### src/rtl/hamming_trace_collector_if.sv
// Readout stream from the trace collector to the analysis side.
// The master drives data/valid/last and the slave drives ready.
interface hamming_trace_collector_if #(
  parameter int unsigned SAMPLE_W = 4
) ();
  logic [SAMPLE_W-1:0] out_data;
  logic                out_valid;
  logic                out_ready;
  logic                out_last;

  modport master (
    output out_data,
    output out_valid,
    output out_last,
    input  out_ready
  );

  modport slave (
    input  out_data,
    input  out_valid,
    input  out_last,
    output out_ready
  );
endinterface

### src/rtl/hamming_trace_collector.sv
// Captures a TRACE_LEN-sample Hamming-weight trace, sums it, and streams it out.
// Optional macro HTC_PEAK_TRACK_EN adds peak_val/peak_idx tracking of the largest sample.
module hamming_trace_collector #(
  parameter int unsigned TRACE_LEN = 16,
  parameter int unsigned SAMPLE_W  = 4,
  localparam int unsigned IDX_W    = $clog2(TRACE_LEN),
  localparam int unsigned SUM_W    = SAMPLE_W + IDX_W + 1
) (
  input  logic                clk,
  input  logic                rst_n,
  input  logic                start,
  input  logic                abort,
  input  logic [SAMPLE_W-1:0] sample_in,
  input  logic                sample_valid,
  output logic                busy,
  hamming_trace_collector_if.master stream,
  output logic [SUM_W-1:0]    trace_sum,
  output logic                done
`ifdef HTC_PEAK_TRACK_EN
  ,
  output logic [SAMPLE_W-1:0] peak_val,
  output logic [IDX_W-1:0]    peak_idx
`endif
);

  localparam logic [IDX_W-1:0] LastIdx = IDX_W'(TRACE_LEN - 1);

  typedef enum logic [1:0] {StIdle, StCapture, StDump} state_e;

  state_e              state_q, state_d;
  logic [IDX_W-1:0]    wr_idx_q, wr_idx_d;
  logic [IDX_W-1:0]    rd_idx_q, rd_idx_d;
  logic [SUM_W-1:0]    sum_q, sum_d;
  logic [SAMPLE_W-1:0] data_q, data_d;
  logic                done_q, done_d;
  logic                accept;
  logic [SAMPLE_W-1:0] mem [TRACE_LEN];

`ifdef HTC_PEAK_TRACK_EN
  logic [SAMPLE_W-1:0] peak_val_q, peak_val_d;
  logic [IDX_W-1:0]    peak_idx_q, peak_idx_d;
`endif

  always_comb begin
    state_d  = state_q;
    wr_idx_d = wr_idx_q;
    rd_idx_d = rd_idx_q;
    sum_d    = sum_q;
    data_d   = data_q;
    done_d   = 1'b0;
    accept   = 1'b0;
`ifdef HTC_PEAK_TRACK_EN
    peak_val_d = peak_val_q;
    peak_idx_d = peak_idx_q;
`endif
    if (abort) begin
      // Abort outranks start, sample and transfer in every state.
      state_d = StIdle;
      sum_d   = '0;
`ifdef HTC_PEAK_TRACK_EN
      peak_val_d = '0;
      peak_idx_d = '0;
`endif
    end else begin
      unique case (state_q)
        StIdle: begin
          if (start) begin
            state_d  = StCapture;
            wr_idx_d = '0;
            rd_idx_d = '0;
            sum_d    = '0;
`ifdef HTC_PEAK_TRACK_EN
            peak_val_d = '0;
            peak_idx_d = '0;
`endif
          end
        end
        StCapture: begin
          if (sample_valid) begin
            accept   = 1'b1;
            sum_d    = sum_q + SUM_W'(sample_in);
            wr_idx_d = wr_idx_q + IDX_W'(1);
`ifdef HTC_PEAK_TRACK_EN
            // Strict compare keeps the earliest index on ties.
            if (sample_in > peak_val_q) begin
              peak_val_d = sample_in;
              peak_idx_d = wr_idx_q;
            end
`endif
            if (wr_idx_q == LastIdx) begin
              state_d = StDump;
              // Slot 0 was written on an earlier cycle, so it is safe to preload.
              data_d  = mem[0];
            end
          end
        end
        StDump: begin
          if (stream.out_ready) begin
            rd_idx_d = rd_idx_q + IDX_W'(1);
            if (rd_idx_q == LastIdx) begin
              state_d = StIdle;
              done_d  = 1'b1;
            end else begin
              data_d = mem[rd_idx_q + IDX_W'(1)];
            end
          end
        end
        default: state_d = StIdle;
      endcase
    end
  end

  always_ff @(posedge clk or negedge rst_n) begin
    if (!rst_n) begin
      state_q  <= StIdle;
      wr_idx_q <= '0;
      rd_idx_q <= '0;
      sum_q    <= '0;
      data_q   <= '0;
      done_q   <= 1'b0;
`ifdef HTC_PEAK_TRACK_EN
      peak_val_q <= '0;
      peak_idx_q <= '0;
`endif
    end else begin
      state_q  <= state_d;
      wr_idx_q <= wr_idx_d;
      rd_idx_q <= rd_idx_d;
      sum_q    <= sum_d;
      data_q   <= data_d;
      done_q   <= done_d;
`ifdef HTC_PEAK_TRACK_EN
      peak_val_q <= peak_val_d;
      peak_idx_q <= peak_idx_d;
`endif
    end
  end

  always_ff @(posedge clk) begin
    if (accept) begin
      mem[wr_idx_q] <= sample_in;
    end
  end

  assign busy             = (state_q != StIdle);
  assign stream.out_valid = (state_q == StDump);
  assign stream.out_last  = (state_q == StDump) && (rd_idx_q == LastIdx);
  assign stream.out_data  = data_q;
  assign trace_sum        = sum_q;
  assign done             = done_q;

`ifdef HTC_PEAK_TRACK_EN
  assign peak_val = peak_val_q;
  assign peak_idx = peak_idx_q;
`endif

endmodule

### src/flat_wrapper.sv
// flat-port wrapper written by rule: the top's interface ports become plain ports
module hamming_trace_collector_flat 
#(
  parameter int unsigned TRACE_LEN = 16,
  parameter int unsigned SAMPLE_W  = 4,
  localparam int unsigned IDX_W    = $clog2(TRACE_LEN),
  localparam int unsigned SUM_W    = SAMPLE_W + IDX_W + 1
)
  (clk, rst_n, start, abort, sample_in, sample_valid, busy, trace_sum, done, stream_out_data, stream_out_valid, stream_out_last, stream_out_ready);
  hamming_trace_collector_if #(.SAMPLE_W(SAMPLE_W)) stream_i ();
  input  logic clk;
  input  logic rst_n;
  input  logic start;
  input  logic abort;
  input  logic [SAMPLE_W-1:0] sample_in;
  input  logic sample_valid;
  output logic busy;
  output logic [SUM_W-1:0] trace_sum;
  output logic done;
  output wire logic [$bits(stream_i.out_data)-1:0] stream_out_data;
  output wire logic [$bits(stream_i.out_valid)-1:0] stream_out_valid;
  output wire logic [$bits(stream_i.out_last)-1:0] stream_out_last;
  input wire logic [$bits(stream_i.out_ready)-1:0] stream_out_ready;
  assign stream_out_data = stream_i.out_data;
  assign stream_out_valid = stream_i.out_valid;
  assign stream_out_last = stream_i.out_last;
  assign stream_i.out_ready = stream_out_ready;
  hamming_trace_collector #(.TRACE_LEN(TRACE_LEN), .SAMPLE_W(SAMPLE_W)) u_core (.clk(clk), .rst_n(rst_n), .start(start), .abort(abort), .sample_in(sample_in), .sample_valid(sample_valid), .busy(busy), .stream(stream_i), .trace_sum(trace_sum), .done(done));
endmodule
### config.mk
export PLATFORM = sky130hd
export DESIGN_NAME = hamming_trace_collector_flat
export DESIGN_NICKNAME = d
export VERILOG_FILES = /design/src/rtl/hamming_trace_collector_if.sv /design/src/rtl/hamming_trace_collector.sv /design/src/flat_wrapper.sv
export SDC_FILE = /design/constraint.sdc
export NUM_CORES = 1
export LEC_CHECK = 0
export ABC_AREA = 1
export CAP_MARGIN = 20
export CORE_MARGIN = 2
export CORE_UTILIZATION = 35
export CTS_CLUSTER_DIAMETER = 120
export DETAILED_ROUTE_END_ITERATION = 6
export HOLD_SLACK_MARGIN = 0.02
export PLACE_DENSITY = 0.49
export SLEW_MARGIN = 20
export SYNTH_ARGS = -nofsm -noshare
export SYNTH_HDL_FRONTEND = slang
export SYNTH_SLANG_ARGS = --single-unit
### constraint.sdc
create_clock -name clk -period 2.9 [get_ports clk]
set_input_delay 0.58 -clock clk [delete_from_list [all_inputs] [get_ports clk]]
set_output_delay 0.58 -clock clk [all_outputs]
set_load 0.01 [all_outputs]
==> run metrics <==
Final Hold Violating Endpoints=0; die height=113 um; cts-stage hold buffer count=0; capturing point of the worst reg2reg path=u_core.mem[5][1]; post-DR vias/cell=4.81; diodes inserted=0; sw frac=20.4%; std cell rows=39; Critical Path AT=1.90 ns; initial antenna violation count=0; Die W=113 um; post-CTS resize count=0; Worst Hold Class=flip-flop to flip-flop; netlist area before placement=4160 sq um; ANT nets after route=0; Hold WS=0.482 ns; DRT iter0 DRCs=171; Fmax=403 MHz; Synth Register Bits=88; Worst-Skew Late Latency=0.34 ns; share of cells above drive strength 1=7.29%; setup TNS=0 ns; Leakage=2.09 nW; htree depth=3; Starting Density=36.1%; period utilization=85.6%; CTS Buf Count=9; I/O pin total=27; internal power=2.38 mW; Placer Congestion=0.817; clock sink total=88; TritonCTS clock tree=yes; peak fanout along the critical path=3; Worst Hold End=u_core.stream.out_data[1]; R2R cell count=5; final core occ=43.1%; nets=495; final setup margin=0.417 ns; Clock Pin Slew Worst Setup and Hold Paths=0.06 ns; post-route DRC violation count=0; r2r startpoint=u_core.state_q[1]; Slew @ Worst Pin=0.628 ns; CP startpoint kind=flip-flop; pre-CTS setup slack=0.247 ns; Power Dens Cells=602 nW/um^2; clock buffer depth=2; vias in the first global route=2,925; post-synthesis net count=457; Post-CTS Repair Setup Buffers=0; number of I/O port buffers=26; reg-to-reg slack, setup=0.75 ns; Clock power frac=46.8%; post-synth top area share=46.2%; largest net degree at the start of global routing=37; clk root buf=clkbuf_16; total wire length=9850 um; wire per inst=15.8 um; Max-Cap Viols=0; min cycle time layout=2.48 ns; sequential cell area fraction in the yosys report=60.6%; first-pass GRT wire length=15,500 um; total track usage=16.3%; total congestion overflow=0; Post-Syn Instances=437; final setup fails=0; Core Box Area=11,500 sq um; sw power=0.611 mW; Sequential Power Share=46.6%; Detailed Place HPWL=7010 um; Area Growth Syn to Fin=19.4%; Setup CP Type=flip-flop to output port; final setup skew=0.00414 ns; Final Max Slew Viols=0; unrepaired setup endpoints after global routing=false; Comb power frac=6.6%; commonest non-fill, non-tap cell in the layout=nand2_1; Yosys cell types=31; Pre-Repair DR Iteration Count=6; hold_sp=u_core.stream.out_data[1]; worst path required time=2.32 ns; most frequent cells in the layout=162 x nand2_1, 64 x edfxtp_1, 43 x nand3_1; Max-slew headroom=58.1%; synthesized area per cell=9.52 sq um; hold path cells=2; status=complete, no violations; Crit. End Element=output port; die area=12,800 sq um; top cells by area, synth=edfxtp_1 46%, nand2_1 15%, dfrtp_1 14%; top cell type by total area after synthesis=edfxtp_1; maximum VDD drop=0.256 mV; via count=2,994; Yosys warning count=0
==> flip-flops by register name, summed over array words and instances, names as in the netlist <==
name,cells
u_core.done,1
u_core.mem,64
u_core.rd_idx_q,4
u_core.state_q,2
u_core.stream.out_data,4
u_core.trace_sum,9
u_core.wr_idx_q,4
==> cells by family (layout without fill, tap and decap cells) <==
kind of cell | count (synthesis) | count (layout) | share of synthesized area [%]
AND/OR/NAND/NOR | 261 | 261 | 26.1
flip-flops | 88 | 88 | 60.6
buffers and inverters | 48 | 91 | 5.47
AO/OA/AOI/OAI | 25 | 25 | 3.37
adder cells (fa/ha/maj) | 10 | 10 | 3.19
XOR/XNOR | 5 | 5 | 1.23
==> Yosys cell counts (all sizes together) <==
library cell	instances
nand2	164
nor3	4
a21oi	6
xnor2	3
o31ai	1
ha	9
nand4	3
a22o	2
xor2	2
fa	1
o22ai	1
a31oi	1
nor2	45
edfxtp	64
o21bai	1
o21ai	13
inv	36
buf	8
nand3	45
dfrtp	24
clkbuf	4
==> critical path, stage by stage (launching register included) <==
cell and delay (ns):
dfrtp_1 0.38, ha_1 0.27, nand3_1 0.15, nor2_1 0.19, clkdlybuf4s50_1 0.57
==> per-layer routing <==
metal  GRT usage, %  up-vias  share of wire, %
met5              0        -                 0
met4           4.96        0               1.6
met2           26.9       54                47
li1               -     1507                 -
met3           4.61       15               4.8
met1           21.0     1418                46
==> how the worst max path moves through the flow <==
| stage | start | endpoint | slack [ns] | depth (start not counted) |
|---|---|---|---|---|
| CTS | u_core.rd_idx_q[1] | stream_out_last | 0.39 | 4 |
| floorplan | sample_in[0] | u_core.trace_sum[6] | 1.16 | 6 |
| global placement | abort | u_core.mem[0][0] | 0.27 | 7 |
| finish | u_core.rd_idx_q[1] | stream_out_last | 0.42 | 4 |
| detailed placement | abort | u_core.mem[13][3] | 0.25 | 7 |
| global route | u_core.rd_idx_q[1] | stream_out_last | 0.29 | 4 |
==> power groups by stage <==
| stage | logic (mW) | clock network, mW | registers, mW |
|---|---|---|---|
| final | 0.198 | 1.40 | 1.39 |
| after global routing | 0.223 | 1.48 | 1.39 |
| after CTS | 0.203 | 1.43 | 1.39 |
| after detailed placement | 0.201 | 0 | 1.42 |
| after global placement | 0.205 | 0 | 1.42 |
| after floorplan | 0.102 | 0 | 1.42 |
==> stage by stage <==
step | power (mW) | cells | instance area, sq um
global placement | 1.62 | 607 | 4600
floorplan | 1.52 | 437 | 4160
detailed placement | 1.62 | 607 | 4600
finish | 2.99 | 623 | 4970
CTS | 3.02 | 623 | 4970
global route | 3.09 | 623 | 4970
==> layout make-up <==
class | instances | area [sq um]
Clock inverter | 5 | 129
Fill cell | 1148 | 6550
Tap cell | 143 | 179
Inverter | 36 | 135
Timing Repair Buffer | 39 | 358
Multi-Input combinational cell | 301 | 1410
Clock buffer | 11 | 233
Sequential cell | 88 | 2520
(Power assumes the default switching activity.)
